$ cat src/rtl/sddr_bank_scheduler.sv
// Open-page DDR3 command scheduler: per-bank open-row tracking, ACT/RD/WR/PRE/REF issue under
// tRCD/tRP/tRAS/tCCD/tRFC, and refresh postponement with a bounded credit budget.
module sddr_bank_scheduler #(
    parameter int BANK_BITS    = 3,
    parameter int ROW_BITS     = 13,
    parameter int COL_BITS     = 10,
    parameter int tRCD         = 6,
    parameter int tRP          = 6,
    parameter int tRAS         = 15,
    parameter int tCCD         = 4,
    parameter int tRFC         = 88,
    parameter int tREFI        = 6240,
    parameter int MAX_POSTPONE = 8
) (
    input  logic                  ddr_clock_i,
    input  logic                  reset_i,
    input  logic                  req_valid_i,
    input  logic                  req_write_i,
    input  logic [BANK_BITS-1:0]  req_bank_i,
    input  logic [ROW_BITS-1:0]   req_row_i,
    input  logic [COL_BITS-1:0]   req_col_i,
    output logic                  req_ready_o,
    output logic [3:0]            ddr3_cmd_o,
    output logic [BANK_BITS-1:0]  ddr3_ba_o,
    output logic [ROW_BITS-1:0]   ddr3_addr_o,
    output logic                  data_issue_o,
    output logic                  data_write_o,
    output logic                  refresh_busy_o,
    output logic [2**BANK_BITS-1:0] open_banks_o
);

    localparam int NBANKS = 2**BANK_BITS;
    localparam int RCD_W  = $clog2(tRCD + 1);
    localparam int RP_W   = $clog2(tRP + 1);
    localparam int RAS_W  = $clog2(tRAS + 1);
    localparam int CCD_W  = $clog2(tCCD + 1);
    localparam int RFC_W  = $clog2(tRFC + 1);
    localparam int REFI_W = $clog2(tREFI + 1);
    localparam int CRD_W  = $clog2(MAX_POSTPONE + 1);

    typedef enum logic [3:0] {
        CMD_REF = 4'b0001,
        CMD_PRE = 4'b0010,
        CMD_ACT = 4'b0011,
        CMD_WR  = 4'b0100,
        CMD_RD  = 4'b0101,
        CMD_NOP = 4'b0111
    } cmd_e;

    typedef enum logic [1:0] {
        RF_IDLE,
        RF_PRE,
        RF_REF,
        RF_RFC
    } rf_state_e;

    rf_state_e             rf_q, rf_d;
    cmd_e                  cmd_q, cmd_d;
    logic [BANK_BITS-1:0]  ba_q, ba_d;
    logic [ROW_BITS-1:0]   addr_q, addr_d;
    logic                  issue_q, write_q;
    logic                  busy_q, busy_d;
    logic [NBANKS-1:0]     open_q;
    logic [ROW_BITS-1:0]   row_q  [NBANKS];
    logic [RAS_W-1:0]      tras_q [NBANKS];
    logic [RP_W-1:0]       trp_q  [NBANKS];
    logic [RCD_W-1:0]      trcd_q [NBANKS];
    logic [CCD_W-1:0]      tccd_q;
    logic [RFC_W-1:0]      trfc_q;
    logic [REFI_W-1:0]     refi_q;
    logic [CRD_W-1:0]      credit_q;

    logic                  do_act, do_pre, do_pre_all, do_rdwr, do_ref;
    logic                  tras_all_done, trp_all_done;
    logic                  expire, credit_inc, start;
    logic [CRD_W-1:0]      credit_eff;

    assign ddr3_cmd_o     = cmd_q;
    assign ddr3_ba_o      = ba_q;
    assign ddr3_addr_o    = addr_q;
    assign data_issue_o   = issue_q;
    assign data_write_o   = write_q;
    assign refresh_busy_o = busy_q;
    assign open_banks_o   = open_q;

    // An expiry in this cycle already counts, so refresh can be decided on the expiring cycle.
    assign expire     = (refi_q == REFI_W'(1));
    assign credit_inc = expire && (credit_q != CRD_W'(MAX_POSTPONE));
    assign credit_eff = credit_q + CRD_W'(credit_inc);
    assign start      = (rf_q == RF_IDLE) &&
                        ((credit_eff == CRD_W'(MAX_POSTPONE)) ||
                         ((credit_eff != '0) && !req_valid_i));

    always_comb begin
        tras_all_done = 1'b1;
        trp_all_done  = 1'b1;
        for (int unsigned i = 0; i < NBANKS; i++) begin
            if (open_q[i] && (tras_q[i] != '0)) tras_all_done = 1'b0;
            if (trp_q[i] != '0) trp_all_done = 1'b0;
        end
    end

    always_comb begin
        rf_d        = rf_q;
        cmd_d       = CMD_NOP;
        ba_d        = '0;
        addr_d      = '0;
        busy_d      = busy_q;
        req_ready_o = 1'b0;
        do_act      = 1'b0;
        do_pre      = 1'b0;
        do_pre_all  = 1'b0;
        do_rdwr     = 1'b0;
        do_ref      = 1'b0;
        case (rf_q)
            RF_IDLE, RF_PRE: begin
                if ((rf_q == RF_PRE) || start) begin
                    busy_d = 1'b1;
                    if (open_q == '0) begin
                        rf_d = RF_REF;
                    end else if (tras_all_done) begin
                        cmd_d      = CMD_PRE;
                        addr_d[10] = 1'b1;
                        do_pre_all = 1'b1;
                        rf_d       = RF_REF;
                    end else begin
                        rf_d = RF_PRE;
                    end
                end else if (req_valid_i) begin
                    if (!open_q[req_bank_i]) begin
                        if (trp_q[req_bank_i] == '0) begin
                            cmd_d  = CMD_ACT;
                            ba_d   = req_bank_i;
                            addr_d = req_row_i;
                            do_act = 1'b1;
                        end
                    end else if (row_q[req_bank_i] == req_row_i) begin
                        if ((trcd_q[req_bank_i] == '0) && (tccd_q == '0)) begin
                            cmd_d                  = req_write_i ? CMD_WR : CMD_RD;
                            ba_d                   = req_bank_i;
                            addr_d[COL_BITS-1:0]   = req_col_i;
                            do_rdwr                = 1'b1;
                            req_ready_o            = 1'b1;
                        end
                    end else if (tras_q[req_bank_i] == '0) begin
                        cmd_d  = CMD_PRE;
                        ba_d   = req_bank_i;
                        do_pre = 1'b1;
                    end
                end
            end
            RF_REF: begin
                if (trp_all_done) begin
                    cmd_d  = CMD_REF;
                    do_ref = 1'b1;
                    rf_d   = RF_RFC;
                end
            end
            RF_RFC: begin
                if (trfc_q == '0) begin
                    rf_d   = RF_IDLE;
                    busy_d = 1'b0;
                end
            end
            default: rf_d = RF_IDLE;
        endcase
    end

    always_ff @(posedge ddr_clock_i or posedge reset_i) begin
        if (reset_i) begin
            rf_q     <= RF_IDLE;
            cmd_q    <= CMD_NOP;
            ba_q     <= '0;
            addr_q   <= '0;
            issue_q  <= 1'b0;
            write_q  <= 1'b0;
            busy_q   <= 1'b0;
            open_q   <= '0;
            tccd_q   <= '0;
            trfc_q   <= '0;
            refi_q   <= REFI_W'(tREFI);
            credit_q <= '0;
            for (int unsigned i = 0; i < NBANKS; i++) begin
                row_q[i]  <= '0;
                tras_q[i] <= '0;
                trp_q[i]  <= '0;
                trcd_q[i] <= '0;
            end
        end else begin
            rf_q    <= rf_d;
            cmd_q   <= cmd_d;
            ba_q    <= ba_d;
            addr_q  <= addr_d;
            issue_q <= do_rdwr;
            write_q <= do_rdwr && req_write_i;
            busy_q  <= busy_d;

            // Timers load N-1: the issuing decision sees zero one cycle before the legal edge.
            if (do_rdwr)             tccd_q <= CCD_W'(tCCD - 1);
            else if (tccd_q != '0)   tccd_q <= tccd_q - CCD_W'(1);
            if (do_ref)              trfc_q <= RFC_W'(tRFC - 1);
            else if (trfc_q != '0)   trfc_q <= trfc_q - RFC_W'(1);

            refi_q <= expire ? REFI_W'(tREFI) : refi_q - REFI_W'(1);
            if (expire && !do_ref && credit_inc) credit_q <= credit_q + CRD_W'(1);
            else if (do_ref && !expire)           credit_q <= credit_q - CRD_W'(1);

            for (int unsigned i = 0; i < NBANKS; i++) begin
                if (do_pre_all || (do_pre && (req_bank_i == BANK_BITS'(i)))) begin
                    open_q[i] <= 1'b0;
                    trp_q[i]  <= RP_W'(tRP - 1);
                end else if (trp_q[i] != '0) begin
                    trp_q[i] <= trp_q[i] - RP_W'(1);
                end
                if (do_act && (req_bank_i == BANK_BITS'(i))) begin
                    open_q[i] <= 1'b1;
                    row_q[i]  <= req_row_i;
                    tras_q[i] <= RAS_W'(tRAS - 1);
                    trcd_q[i] <= RCD_W'(tRCD - 1);
                end else begin
                    if (tras_q[i] != '0) tras_q[i] <= tras_q[i] - RAS_W'(1);
                    if (trcd_q[i] != '0) trcd_q[i] <= trcd_q[i] - RCD_W'(1);
                end
            end
        end
    end

endmodule

$ cat config.mk
export PLATFORM = sky130hd
export DESIGN_NAME = sddr_bank_scheduler
export DESIGN_NICKNAME = d
export VERILOG_FILES = /design/src/rtl/sddr_bank_scheduler.sv
export SDC_FILE = /design/constraint.sdc
export NUM_CORES = 1
export LEC_CHECK = 0
export BUFFER_PORTS_ARGS = -buffer_cell sky130_fd_sc_hd__buf_2
export CAP_MARGIN = 20
export CORE_MARGIN = 1.5
export CORE_UTILIZATION = 56
export DETAILED_ROUTE_END_ITERATION = 7
export PLACE_DENSITY = 0.74
export SLEW_MARGIN = 20
export SYNTH_ARGS = -nofsm -noshare
export SYNTH_HDL_FRONTEND = slang
export SYNTH_SLANG_ARGS = --single-unit
$ cat constraint.sdc
create_clock -name ddr_clock_i -period 9.28 [get_ports ddr_clock_i]
set_input_delay 0.928 -clock ddr_clock_i [delete_from_list [all_inputs] [get_ports ddr_clock_i]]
set_output_delay 0.928 -clock ddr_clock_i [all_outputs]
set_load 0.02 [all_outputs]
Word-level counts from Yosys, hierarchy flattened
Index checks and enable logic that the tools add are counted.

cells by class
  eq/ne operators = 17
  $add $sub $neg = 30
  order comparisons = 2
  multiplexer cells = 163
  reductions and logical operators = 119
  bitwise operators = 1

operators with widths
  operator                                                              number
  3-bit 2-to-1 mux                                                      52
  4-bit 2-to-1 mux                                                      24
  13-bit 2-to-1 mux                                                     6
  2-bit nonzero test                                                    36
  1-bit 2-to-1 mux                                                      60
  3-bit nonzero test                                                    17
  3-bit by 1-bit subtractor with 3-bit output, second input constant    17
  10-bit 2-to-1 mux                                                     4
  13-bit binary-select mux with 3-bit select                            1
  4-bit nonzero test                                                    9
  4-bit by 1-bit subtractor with 4-bit output, second input constant    9
  1-bit logical AND                                                     32
  3-bit binary-select mux with 3-bit select                             2
  2-bit 2-to-1 mux                                                      7
  7-bit 2-to-1 mux                                                      2
  13-bit by 1-bit == test with 1-bit output, second input constant      1
  13-bit == test                                                        1
  13-bit by 1-bit subtractor with 13-bit output, second input constant  1
  4-bit binary-select mux with 3-bit select                             1
  3-bit == test, second input constant                                  4
  3-bit logical NOT                                                     4
  1-bit logical OR                                                      10
  8-bit logical NOT                                                     1
  4-bit one-hot mux with 2 select lines                                 1
  other kinds (23)                                                      30

word-level totals
  bits in registers = 244
  input port bits = 30
  logic and storage cells = 383
  output and inout port bits = 32

Depth between registers and ports, before layout
  word-level depth = 17
  mapped depth = 15
  gate-level depth less buffers = 14

Least setup slack after synthesis
No wires, ideal clock.

  path type = reg-to-output
  start = reg refi_q[6]
  end = out req_ready_o
  buffers on the path = 1
  cell stages (with the launch flop) = 12
  required time = 8.352 ns
  path slack = 5.111 ns
  data arrival time = 3.241 ns
  path through = dfstp_2 -> or4_1 -> nor4_1 -> nand4b_1 -> nor2_1 -> ha_1 -> ha_1 -> or3_1 -> o211a_1 -> nand4_1 -> buf_2 -> inv_1

between the ends
  cells in the longest elaborated chain, start to end = 10
  elaborated cells between the ends (all ways) = 11
  those cells by class = 1 x add/sub; 2 x eq/ne; 2 x mux; 6 x reduce/logical

ends and longest elaborated chain
  item                                         RTL line  text
  start, declared                              70        logic [REFI_W-1:0] refi_q;
  start signal, assigned                       181       refi_q <= REFI_W'(tREFI);
  start signal, assigned                       204       refi_q <= expire ? REFI_W'(tREFI) : refi_q - REFI_W'(1);
  13-bit by 1-bit == test with 1-bit output *  87        assign expire = (refi_q == REFI_W'(1));
  1-bit logical AND *                          88        assign credit_inc = expire && (credit_q != CRD_W'(MAX_POSTPONE));
  4-bit by 1-bit adder with 4-bit output *     89        assign credit_eff = credit_q + CRD_W'(credit_inc);
  4-bit nonzero test                           92        ((credit_eff != '0) && !req_valid_i));
  1-bit logical AND                            92
  1-bit logical OR *                           91        ((credit_eff == CRD_W'(MAX_POSTPONE)) ||
  1-bit logical AND *                          90        assign start = (rf_q == RF_IDLE) &&
  1-bit logical OR *                           117       if ((rf_q == RF_PRE) || start) begin
  1-bit 2-to-1 mux *                           117
  1-bit 2-to-1 mux *                           115       case (rf_q)
  end, declared                                22        output logic req_ready_o,

Every way passes the cells marked *; elsewhere a longest branch is shown, timed or not.

Worst setup path after layout
  start = reg refi_q[6]
  end = reg row_q[72] (netlist bit)

between the ends
  cells in the longest elaborated chain, start to end = 11
  elaborated cells between the ends (all ways) = 12
  those cells by class = 1 x add/sub; 2 x eq/ne; 2 x mux; 7 x reduce/logical

ends and longest elaborated chain
  item                                         RTL line  text
  13-bit by 1-bit == test with 1-bit output *  87
  1-bit logical AND *                          88
  4-bit by 1-bit adder with 4-bit output *     89
  4-bit nonzero test                           92
  1-bit logical AND                            92
  1-bit logical OR *                           91
  1-bit logical AND *                          90
  1-bit logical OR *                           117
  1-bit 2-to-1 mux *                           117
  1-bit 2-to-1 mux *                           115
  1-bit logical AND *                          215       if (do_act && (req_bank_i == BANK_BITS'(i))) begin
  end signal, assigned by index                217       row_q[i] <= req_row_i;
  end, declared                                64        logic [ROW_BITS-1:0] row_q [NBANKS];

Marks and branches as above.
A chain may end at the register's enable or synchronous reset.

==> run_results.csv <==
group,metric,value,unit
place,place_congestion,0.841,
routing,drt_iter0_markers,662,
synth,syn_nets,1209,
synth,synth_seq_area_share,48.6,%
worst_setup_path,worst-path-buf-inv,0,
pwr,p_sw,1440,uW
grt,antenna_found_initial,0,
pwr,clockPowerShare,25.7,%
layout,drive_gt1_share,23.4,%
sta,finalSetupViolCount,0,
worst_setup_path,start_kind,"register",
layout,n_antenna_cell,0,
worst_setup_path,ff2ff_path_depth,12,
synth,synth_edf_count,0,
pwr,powerDensity,311,nW/um^2
cts,clockBufferDepth,3,
floorplan,start_util,57.2,%
routing,drt-wirelength-per-cell,19.4,um
worst_setup_path,rr_startpoint,"refi_q[6]",
pwr,ir_drop,0.173,mV
routing,route.vias.total,8775,
pwr,p_int,2880,uW
grt,overflow,0,
worst_setup_path,r2r_end,"row_q[72]",
sta,fmax,185,MHz
grt,grt_use_total,24.7,%
worst_setup_path,crit_family,"simple AND/OR/NAND/NOR gates",
worst_setup_path,crit_required,9.69,ns
routing,drt-pass1-iter-count,5,
floorplan,rows,54,
cts,clk_pin_slew,0.06,ns
routing,route.detailed.drc,0,
worst_setup_path,path_cells,"or4_1 > nor4_1 > nand4b_1 > nor2_1 > ha_1 > ha_1 > xor2_1 > or3_1 > o211ai_1 > nor2_4 > nand3_1 > mux2_2",
sta,rsz0062_at_grt,"no",
worst_setup_path,rrSetupSlack,3.87,ns
synth,ys_ff_latch,243,
grt,grt_pass1_vias,8644,
synth,yosysTopAreaCell,"dfrtp_1",
synth,ys_warn_count,0,
synth,synth_area,12500,um^2
synth,synth_cell_types,70,
synth,synth.most_common_cell,"dfrtp_1",
pwr,switching_share,33.3,%
cts,cts-root-buf,"clkbuf_16",
synth,yosys.area.top_type_share,47.2,%
sta,slew_violations,0,
worst_setup_path,crit_type,"reg -> reg",
worst_setup_path,cp-endpoint,"row_q[72]",
cts,cts_tree,"yes",
layout,final_nets,1246,
sta,final.period_utilization,58.3,%
cts,clock_sinks,243,
synth,synth_common_cells,"dfrtp_1, mux2_2, nand2_1",
grt,grt_pass1_wl,46100,um
cts,cts_buffers,26,
hold_path,min_from,"refi_q[0]",
sta,period_needed,5.41,ns
cts,post_cts_resized,0,
worst_setup_path,cp-startpoint,"refi_q[6]",
run,maxCapViolations,0,
synth,avgSynthCellArea,11.1,um^2
synth,synthFlopType,"dfrtp_1",
sta,max_slew.worst_pin.slew,1.13,ns
sta,relSlewSlack,24.6,%
cts,cts_setup_buffers,0,
grt,grt_start_max_net_pins,110,
synth,ys_async_sr_fraction,100,%
worst_setup_path,critPathMaxStageDelay,1.00,ns
worst_setup_path,crit_fanout,27,
worst_setup_path,critPathSlowestCell,"nand3_1",
place,port_buffers,60,
floorplan,die_area,23300,um^2
routing,wl,28400,um
floorplan,io_pins,62,
place,dpl.hpwl,18500,um
worst_setup_path,worstPathArrival,5.81,ns
hold_path,holdCritPathClass,"reg -> reg",
cts,htree_levels,1,
floorplan,die_w,153,um
routing,viasPerCell,5.99,
pwr,p_comb_share,32.9,%
cts,clk_latency,0.53,ns
cts,cts_hold_buf,0,
pwr,seqPwrFrac,41.3,%
layout,area_delta_synth_final,11.1,%
sta,whs,0.498,ns
sta,hold_violations,0,
floorplan,core,21900,um^2
synth,yosys-top-cells-area,"dfrtp_1, mux2_2, ha_1, mux2i_1, nand2_1",
worst_setup_path,timing.critical_path.depth,12,
run_status,status,"finished clean",
sta,fin_skew,0.0141,ns
sta,setup_tns,0,ns
worst_setup_path,path_common_cell,"ha_1",
routing,detail-route-antenna-nets,0,
floorplan,chipHeight,153,um
pwr,p_leak,0.00662,uW
worst_setup_path,crit_path_end_kind,"register",
synth,syn-instance-count,1129,
[worst min path at each step]
stage,endpoint,slack (ns),depth (start not counted)
global route,row_q[39],0.51,1
floorplan,refi_q[0],0.46,1
detailed placement,row_q[24],0.49,1
CTS,refresh_busy_o,0.50,2
global placement,tccd_q[1],0.48,2
finish,refi_q[0],0.50,1
[cell type report]
cell class | count | area (um^2)
fill | 1750 | 7990
tap | 280 | 350
inverter | 74 | 285
multi-input combinational | 752 | 5880
timing repair buffer | 69 | 368
clock inverter | 12 | 163
sequential | 243 | 6090
clock buffer | 36 | 769
[stage by stage]
step | setup WS (ns) | cell area [um^2] | std cells | power, uW | utilization, %
4_1_cts | 3.88 | 13900 | 1466 | 4340 | 63.4
3_5_place_dp | 3.86 | 12900 | 1418 | 3210 | 59.1
2_1_floorplan | 1.69 | 12500 | 1129 | 2860 | -
3_3_place_gp | 3.95 | 12900 | 1418 | 3130 | 59.1
6_report | 3.87 | 13900 | 1466 | 4320 | 63.5
5_1_grt | 3.38 | 13900 | 1466 | 4610 | 63.5
[logic make-up (layout without fill, tap and decap cells)]
kind of cell | after synthesis | in the layout | share of synthesized area (%)
AND/OR/NAND/NOR | 332 | 332 | 13.6
flip-flops | 243 | 243 | 48.6
multiplexers | 172 | 172 | 16.4
AO/OA/AOI/OAI | 146 | 146 | 8.06
buffers and inverters | 134 | 191 | 4.66
XOR/XNOR | 51 | 51 | 3.57
adder cells (fa/ha/maj) | 50 | 50 | 5.06
other | 1 | 1 | 0.0300
[worst register-to-register path, stage by stage, from the launching register on]
cell and delay, ns:
dfstp_2 0.38, or4_1 0.60, nor4_1 0.43, nand4b_1 0.36, nor2_1 0.23, ha_1 0.19, ha_1 0.16, xor2_1 0.13
or3_1 0.17, o211ai_1 0.32, nor2_4 0.71, nand3_1 1.01, mux2_2 0.61
[power by group through the flow]
stage / sequential, uW / clock (uW) / combinational [uW]
floorplan: 1730 / 0 / 1130
detailed placement: 1790 / 0 / 1420
finish: 1790 / 1110 / 1420
global route: 1830 / 1170 / 1610
global placement: 1770 / 0 / 1350
CTS: 1780 / 1130 / 1440
[routing by layer]
layer / vias to the layer above / wire (um) / global-route usage (%)
li1: 4057 / - / -
met1: 4418 / 12600 / 34.6
met2: 244 / 13600 / 40.2
met3: 56 / 1490 / 3.58
met4: 0 / 742 / 7.33
met5: - / 0 / 0
[cell usage in the layout (no fill, tap or decap), types with 7 or more instances in the layout]
| cell | instances |
|---|---|
| dfrtp_1 | 236 |
| mux2_2 | 113 |
| nand2_1 | 99 |
| inv_1 | 72 |
| buf_2 | 60 |
| nor2_1 | 53 |
| ha_1 | 49 |
| mux2i_1 | 43 |
| nand3_1 | 36 |
| xnor2_1 | 36 |
| nor3_1 | 30 |
| a21oi_1 | 28 |
| o21ai_0 | 27 |
| clkbuf_16 | 27 |
| nand2b_1 | 17 |
| xor2_1 | 15 |
| nor4_1 | 15 |
| mux4_2 | 15 |
| nor2b_1 | 13 |
| a31oi_1 | 10 |
| o211ai_1 | 9 |
| a22oi_1 | 9 |
| a311oi_1 | 9 |
| buf_4 | 9 |
| or3_1 | 8 |
| and2_1 | 8 |
| o211a_1 | 8 |
| nand3b_1 | 8 |
| or3b_2 | 7 |
| clkinv_2 | 7 |
| dfstp_2 | 7 |
[state kept, by name, indices dropped and copies added, names as in the netlist, 4 cells and up]
signal,cells
row_q,104
refi_q,13
trfc_q,7
trcd_q,24
tras_q,32
ddr3_addr_o,13
trp_q,24
credit_q,4
open_banks_o,8
No activity file was read; power rests on OpenSTA's default activity.
